==> config.mk <==
export PLATFORM = sky130hd
export DESIGN_NAME = stageif_prefetch
export DESIGN_NICKNAME = d
export VERILOG_FILES = /design/src/rtl/stageif_prefetch.sv
export SDC_FILE = /design/constraint.sdc
export NUM_CORES = 1
export LEC_CHECK = 0
export CAP_MARGIN = 0
export CORE_MARGIN = 2
export CORE_UTILIZATION = 40
export DETAILED_ROUTE_END_ITERATION = 8
export PLACE_DENSITY = 0.63
export SLEW_MARGIN = 0
export SYNTH_ARGS = -nofsm -noshare
export SYNTH_HDL_FRONTEND = slang
export SYNTH_SLANG_ARGS = --single-unit
==> constraint.sdc <==
create_clock -name i_clk -period 5.7 [get_ports i_clk]
set_clock_uncertainty 0.1 [all_clocks]
set_input_delay 1.425 -clock i_clk [delete_from_list [all_inputs] [get_ports i_clk]]
set_output_delay 1.425 -clock i_clk [all_outputs]
set_load 0.02 [all_outputs]
==> src/rtl/stageif_prefetch.sv <==
// rtl/stageif_prefetch.sv - instruction fetch stage with credit-based prefetch FIFO
module stageif_prefetch #(
  parameter int              XLEN     = 32,
  parameter logic [XLEN-1:0] RESET_PC = '0,
  parameter int              DEPTH    = 4
) (
  input  logic            i_clk,
  input  logic            i_reset,
  input  logic            i_redirect,
  input  logic [XLEN-1:0] i_redirect_pc,
  output logic            o_imem_req,
  output logic [XLEN-1:0] o_imem_addr,
  input  logic [XLEN-1:0] i_imem_rdata,
  output logic            o_valid,
  input  logic            i_ready,
  output logic [XLEN-1:0] o_instr,
  output logic [XLEN-1:0] o_pc,
  output logic [XLEN-1:0] o_pc_four
);

  localparam int              AW  = (DEPTH > 1) ? $clog2(DEPTH) : 1;
  localparam logic [XLEN-1:0] NOP = XLEN'(32'h0000_0013);

  logic [XLEN-1:0] fetch_pc;
  logic [XLEN-1:0] inflight_pc;
  logic            inflight;
  logic [AW:0]     count;
  logic [AW-1:0]   rd_ptr;
  logic [AW-1:0]   wr_ptr;
  logic [XLEN-1:0] pc_mem    [DEPTH];
  logic [XLEN-1:0] instr_mem [DEPTH];

  logic [AW+1:0]   credit;
  logic            req;
  logic            push;
  logic            valid;
  logic            pop;
  logic            redirect_lo_unused;

  assign redirect_lo_unused = ^i_redirect_pc[1:0];

  // Occupancy plus the outstanding response must leave room, so a push never overflows.
  assign credit = {1'b0, count} + {{(AW + 1){1'b0}}, inflight};
  assign req    = i_reset && !i_redirect && (credit < (AW + 2)'(DEPTH));
  assign push   = inflight && !i_redirect;
  assign valid  = (count != '0) && !i_redirect;
  assign pop    = valid && i_ready;

  always_ff @(posedge i_clk or negedge i_reset) begin
    if (!i_reset) begin
      fetch_pc    <= RESET_PC;
      inflight    <= 1'b0;
      inflight_pc <= '0;
      count       <= '0;
      rd_ptr      <= '0;
      wr_ptr      <= '0;
    end else if (i_redirect) begin
      fetch_pc <= {i_redirect_pc[XLEN-1:2], 2'b00};
      inflight <= 1'b0;
      count    <= '0;
      rd_ptr   <= '0;
      wr_ptr   <= '0;
    end else begin
      inflight <= req;
      if (req) begin
        fetch_pc    <= fetch_pc + XLEN'(4);
        inflight_pc <= fetch_pc;
      end
      if (push) begin
        wr_ptr <= wr_ptr + AW'(1);
      end
      if (pop) begin
        rd_ptr <= rd_ptr + AW'(1);
      end
      case ({push, pop})
        2'b10:   count <= count + (AW + 1)'(1);
        2'b01:   count <= count - (AW + 1)'(1);
        default: count <= count;
      endcase
    end
  end

  // Storage needs no reset; the count alone decides what is visible.
  always_ff @(posedge i_clk) begin
    if (push) begin
      pc_mem[wr_ptr]    <= inflight_pc;
      instr_mem[wr_ptr] <= i_imem_rdata;
    end
  end

  assign o_imem_req  = req;
  assign o_imem_addr = fetch_pc;
  assign o_valid     = valid;
  assign o_pc        = pc_mem[rd_ptr];
  assign o_pc_four   = pc_mem[rd_ptr] + XLEN'(4);
  assign o_instr     = valid ? instr_mem[rd_ptr] : NOP;

endmodule

==> results by group, run 1 <==
Outcome
  • Status: finished clean

Logic synthesis
  • Synth Flop Type: edfxtp_1
  • Syn avg cell area: 15.6 um^2
  • Top post-synthesis cells by area: edfxtp_1 56%, dfrtp_1 13%, mux4_2 11%, nand2_1 3.5%, xnor2_1 1.9%
  • Post-synth top cells: 248 x edfxtp_1, 123 x nand2_1, 68 x dfrtp_1
  • Asr flop ratio synth: 0.215
  • Post-synthesis instance area: 0.0132 mm^2
  • Post-synth EDFFs: 248
  • Sequential fraction of the synthesis area: 0.693
  • Post-Syn Instances: 845
  • Yosys reg bits: 316
  • Cell with the most instances after synthesis: edfxtp_1
  • Top-area cell type share of the netlist area: 0.564
  • Unique masters post-synth: 48
  • Ys Warns: 0
  • Post-synth top area cell: edfxtp_1

Clock network
  • TritonCTS sink count: 316
  • Max H-tree Level: 2
  • Setup repair bufs after CTS: 0
  • Clock Path Buffers: 3
  • Clock-pin transition on the worst setup and hold timing paths: 0.06 ns
  • Post-CTS Resized: 0
  • Num CTS Buffers: 35
  • CTS Hold Bufs: 0
  • CTS root buffer: clkbuf_16
  • TritonCTS clock tree: built
  • Worst-Skew Late Latency: 0.50 ns

Drt
  • DRT iter0 DRCs: 696
  • TritonRoute pass-1 iters: 5
  • Routed len/inst: 20.4 um
  • Post-Route WL: 30.8 mm
  • Number of remaining DRC errors: 0
  • Vias per inst: 5.32
  • Post-route ant nets: 0
  • DR vias: 8031

Final layout
  • Nets@finish: 1117
  • Layout area overhead: 25.9%
  • Share of cells above drive strength 1: 0.133
  • Layout Cells excl Fill: 1511
  • Antenna Cells: 0

Job
  • Max Cap Violations: 0

Place
  • Gpl congestion: 0.833
  • DP Worst Slack: 0.967 ns
  • IO Port Bufs: 189
  • Final HPWL from detailed placement: 19.4 mm
  • DP Cell Count: 1447

STA
  • Final Hold Vio Count: 0
  • Count of pins over their slew limit: 0
  • Relative slew slack: 0.258
  • Setup ws final: 0.510 ns
  • Final setup violation count: 0
  • Actual slew at the worst max-slew pin: 1.11 ns
  • Unrepaired setup endpoints after global routing: no
  • Setup TNS: 0 ns
  • Final period util: 0.910
  • Fmax: 193 MHz
  • Final min period: 5.19 ns

Setup path
  • Slowest CP cell: dfrtp_2
  • Worst Reg-to-Reg Cells: 8
  • R2r endpoint: count[2]$_DFFE_PN0P_
  • Slowest stage delay, CP: 0.69 ns
  • Worst r2r src: count[1]$_DFFE_PN0P_
  • Setup crit start kind: flip-flop
  • Crit path top cell by count: nand4_1
  • Critical path endpoint category: output pin
  • Crit-path cells: buf_4 > mux4_2 > nand4_1 > nor3_1 > nand4_1 > xnor2_1 > clkdlybuf4s50_1
  • CP Class: flip-flop to output pin
  • R2r setup slk: 2.74 ns
  • Critical-path maximum fanout: 20
  • Worst EP arrival: 3.66 ns
  • Worst EP required: 4.18 ns

Global routing
  • Pin count of the biggest net entering global routing: 73
  • Total track usage: 0.184
  • First-pass GRT wire length: 48.0 mm
  • Initial antenna violation count: 1
  • Via count of the first global-routing pass: 8175
  • Remaining global-route overflow: 0

Floorplanning
  • I/O pin cnt: 198
  • Row cnt: 66
  • Die extent in y: 186 um
  • Die ar.: 0.0345 mm^2
  • Die width: 186 um
  • Core area: 0.0325 mm^2
  • Initial Utilization: 0.406

Power and ir drop
  • Max IR drop VDD: 0.213 mV
  • PD cells: 341 mW/mm^2
  • Leakage: 5.79 nW

Min path
  • Min-delay src: inflight_pc[26]$_DFFE_PN0P_
  • Hold/Removal Path Class: flip-flop to flip-flop
  • Hold Path Sink: pc_mem[1][26]$_DFFE_PP_
  • Hold Path Depth: 0
## state kept, by name, summed over array words and instances, names as in the netlist
signal and cells:
rd_ptr 2, o_imem_addr 30, count 3, pc_mem 120
inflight_pc 30, instr_mem 128, wr_ptr 2, inflight 1
## cells by family after synthesis
group	count (synthesis)	share of synthesized area
flops	316	0.693
simple gates	284	0.108
compound gates	74	0.0378
xor+xnor	33	0.0219
buf+inv	64	0.0233
fa+ha+maj	7	0.00720
other cells	1	0.000284
mux	66	0.109
## where the power goes
part / internal, mW / total (mW) / switching, mW
clock network: 1.24 / 2.11 / 0.867
logic: 0.368 / 0.785 / 0.417
registers: 2.63 / 2.77 / 0.138
total: 4.24 / 5.66 / 1.42
## cells in the final DEF, fill, tap and decap left out, types with 6 or more instances in the layout
master,instances
and3_1,35
clkbuf_16,35
nand2_1,123
nor2_1,22
o211ai_1,6
a221o_1,13
ha_1,6
nor3_1,11
or3_1,6
edfxtp_1,248
nand3_1,23
dfrtp_1,66
nand4_1,22
o21ai_0,31
and2_1,7
buf_4,15
a21oi_1,6
clkbuf_1,12
mux4_2,62
clkdlybuf4s50_1,188
nor4_1,8
inv_1,14
conb_1,6
xnor2_1,29
## layer usage
metal  track usage  vias up  share of wire  routed length, um
li1              -     3667              -                  -
met1         0.262     4058           0.45              13800
met2         0.294      259           0.47              14600
met3        0.0313       45          0.057               1770
met4        0.0507        2          0.020                621
met5             0        -        0.00045                 14
## layout make-up
type,instances,area [um^2]
fillers,2779,15900
flip-flops and latches,316,9150
multi-input cells,470,3780
repair buffers,204,2000
clock buffers,51,976
well taps,442,553
clock inverters,13,105
inverters,15,56.3
## metrics by stage
stage	total power, mW	utilization	area, um^2	hold slack (ns)
2_1_floorplan	3.21	-	13200	0.376
3_3_place_gp	3.60	0.478	15500	0.397
3_5_place_dp	3.61	0.478	15500	0.410
4_1_cts	5.73	0.511	16600	0.422
5_1_grt	5.90	0.511	16600	0.444
6_report	5.66	0.511	16600	0.417
## worst max path at each step
stage	from	to	slack (ns)	cells past startpoint
2_1_floorplan	i_redirect	o_imem_req	1.40	6
3_3_place_gp	i_redirect	o_instr[2]	0.99	6
3_5_place_dp	i_redirect	o_instr[3]	0.97	6
4_1_cts	rd_ptr[0]$_DFFE_PN0P_	o_pc_four[28]	0.45	7
5_1_grt	rd_ptr[0]$_DFFE_PN0P_	o_pc_four[28]	0.19	7
6_report	rd_ptr[1]$_DFFE_PN0P_	o_pc_four[29]	0.51	7
## worst max-delay path: cells and delay by family (launching register included)
| family | cells | cell delay [ns] |
|---|---|---|
| buf+inv | 2 | 0.98 |
| simple gates | 3 | 0.91 |
| flops | 1 | 0.69 |
| mux | 1 | 0.38 |
| xor+xnor | 1 | 0.18 |
Power figures use the tool's default switching activity.
==> inputs of run 2 (changes only) <==
--- a/config.mk
+++ b/config.mk
@@ -6,6 +6,7 @@
 export NUM_CORES = 1
 export LEC_CHECK = 0
 export CAP_MARGIN = 0
+export CORE_ASPECT_RATIO = 0.7
 export CORE_MARGIN = 2
 export CORE_UTILIZATION = 40
 export DETAILED_ROUTE_END_ITERATION = 8
==> results by group, run 2 (synthesis results as in run 1) <==
Power and ir drop
  • Leakage: 5.83 nW (+0.58%)
  • PD cells: 349 mW/mm^2 (+2.6%)
  • Final Total Pwr: 5.82 mW (+2.8%)
  • Max IR drop VDD: 0.212 mV (-0.61%)

Place
  • Final HPWL from detailed placement: 20.4 mm (+5.2%)
  • DP Area: 0.0155 mm^2 (-0.12%)
  • DP Worst Slack: 0.937 ns (-0.0302 ns)
  • IO Port Bufs: 189 (unchanged)
  • Gpl congestion: 0.811 (-2.6%)

Drt
  • DRT iter0 DRCs: 648 (-6.9%)
  • DR vias: 7956 (-0.93%)
  • Post-route ant nets: 0 (unchanged)
  • Vias per inst: 5.35 (+0.60%)
  • Post-Route WL: 31.7 mm (+2.9%)
  • Number of remaining DRC errors: 0 (unchanged)
  • Routed len/inst: 21.3 um (+4.5%)
  • TritonRoute pass-1 iters: 5 (unchanged)

Final layout
  • Max reg flops: 128 (unchanged)
  • Nets@finish: 1111 (-0.54%)
  • Commonest cells after routing, fill and taps aside: 248 x edfxtp_1, 187 x clkdlybuf4s50_1, 123 x nand2_1, 66 x dfrtp_1, 62 x mux4_2
  • Share of cells above drive strength 1: 0.137 (+0.00396)
  • Commonest non-fill, non-tap cell in the layout: edfxtp_1
  • Biggest regs: instr_mem x128, pc_mem x120
  • Post-route cell area: 0.0167 mm^2 (+0.26%)
  • Utilization after layout: 0.514 (+0.00327)
  • Top reg by flops: instr_mem
  • Layout area overhead: 26.2%

STA
  • Count of pins over their slew limit: 0 (unchanged)
  • Final min period: 5.35 ns (+0.157 ns)
  • Actual slew at the worst max-slew pin: 1.16 ns (+0.0428 ns)
  • Setup ws final: 0.353 ns (-0.157 ns)
  • Final period util: 0.938 (+0.0275)
  • Setup TNS: 0 ns (unchanged)
  • Relative slew slack: 0.223 (-0.0345)
  • Unrepaired setup endpoints after global routing: no
  • Final Hold Vio Count: 0 (unchanged)
  • Final setup violation count: 0 (unchanged)
  • Fmax: 187 MHz (-2.9%)

Global routing
  • Remaining global-route overflow: 0 (unchanged)
  • Initial antenna violation count: 1 (unchanged)
  • First-pass GRT wire length: 49.0 mm (+2.0%)
  • Pin count of the biggest net entering global routing: 73 (unchanged)
  • Via count of the first global-routing pass: 8032 (-1.7%)
  • Total track usage: 0.186 (+0.00171)

Setup path
  • R2r setup slk: 2.64 ns (-0.10 ns)
  • Crit-path cells: buf_4 > mux4_2 > nand4_1 > nor3_1 > nand4_1 > xnor2_1 > clkdlybuf4s50_1
  • Setup crit start kind: flip-flop
  • Critical-path maximum fanout: 22 (+10%)
  • Critical path endpoint category: output pin
  • Crit path top cell by count: nand4_1
  • CP Class: flip-flop to output pin
  • Slowest CP cell: dfrtp_4
  • Worst EP required: 4.18 ns (about the same)
  • Slowest stage delay, CP: 0.73 ns (+0.04 ns)
  • Worst Reg-to-Reg Cells: 8 (unchanged)
  • Worst EP arrival: 3.82 ns (+0.16 ns)

Clock network
  • CTS root buffer: clkbuf_16
  • Clock Path Buffers: 3 (unchanged)
  • Worst-Skew Late Latency: 0.57 ns (+0.07 ns)
  • TritonCTS sink count: 316 (unchanged)
  • TritonCTS clock tree: built
  • Post-CTS Resized: 0 (unchanged)
  • Setup repair bufs after CTS: 0 (unchanged)
  • CTS Hold Bufs: 0 (unchanged)
  • Max H-tree Level: 1 (-1)
  • Clock-pin transition on the worst setup and hold timing paths: 0.06 ns (about the same)
  • Num CTS Buffers: 30 (-14%)

Floorplanning
  • Initial Utilization: 0.407 (+0.00155)
  • Core area: 0.0324 mm^2 (-0.38%)
  • Die width: 221 um (+19%)
  • Die ar.: 0.0345 mm^2 (about the same)
  • Die extent in y: 156 um (-16%)
  • I/O pin cnt: 198 (unchanged)
  • Row cnt: 55 (-17%)

Job
  • Max Cap Violations: 0 (unchanged)

Outcome
  • Status: finished clean

Min path
  • Hold Path Depth: 0 (unchanged)
  • Hold/Removal Path Class: flip-flop to flip-flop
-- run 2: layout make-up --
type / count / area [um^2]
sequential: 316 / 9150
inverter: 15 / 56.3
timing repair buffer: 203 / 2000
tap: 427 / 534
fill: 2752 / 15700
clock buffer: 35 / 822
antenna: 1 / 2.50
clock inverter: 21 / 318
multi-input combinational: 470 / 3780
-- run 2: through the flow --
stage                     std cells  hold WS [ns]
after floorplan                 850         0.376
after detailed placement       1431         0.415
final                          1488         0.426
after global placement         1431         0.404
after global routing           1488         0.456
after CTS                      1487         0.431
-- run 2: worst paths after layout --
check                                                    to                        start
max in group asynchronous             rd_ptr[0]$_DFFE_PN0P_                      i_reset
worst max-delay path                          o_pc_four[27]        rd_ptr[0]$_DFFE_PN0P_
worst max register to register         count[2]$_DFFE_PN0P_         count[1]$_DFFE_PN0P_
worst min-delay path                pc_mem[3][28]$_DFFE_PP_  inflight_pc[28]$_DFFE_PN0P_
worst min register to register      pc_mem[3][28]$_DFFE_PP_  inflight_pc[28]$_DFFE_PN0P_
min in group asynchronous       o_imem_addr[26]$_DFFE_PN0P_                      i_reset
-- run 2: layer usage --
| metal | share of wire | global-route usage | vias up |
|---|---|---|---|
| met3 | 0.069 | 0.0475 | 41 |
| met4 | 0.018 | 0.0393 | 0 |
| li1 | - | - | 3649 |
| met2 | 0.44 | 0.279 | 247 |
| met5 | 0 | 0 | - |
| met1 | 0.47 | 0.273 | 4019 |
-- run 2: power by group --
group | switching (mW) | internal, mW
registers | 0.149 | 2.63
clock network | 0.868 | 1.39
logic | 0.415 | 0.368
total | 1.43 | 4.39
-- run 2: critical path: cells and delay by family (launching register included) --
| kind | cells | cell delay [ns] |
|---|---|---|
| muxes | 1 | 0.40 |
| xor gates and xnor gates | 1 | 0.21 |
| DFF | 1 | 0.73 |
| and+or+nand+nor | 3 | 0.91 |
| buffers and inverters | 2 | 0.98 |
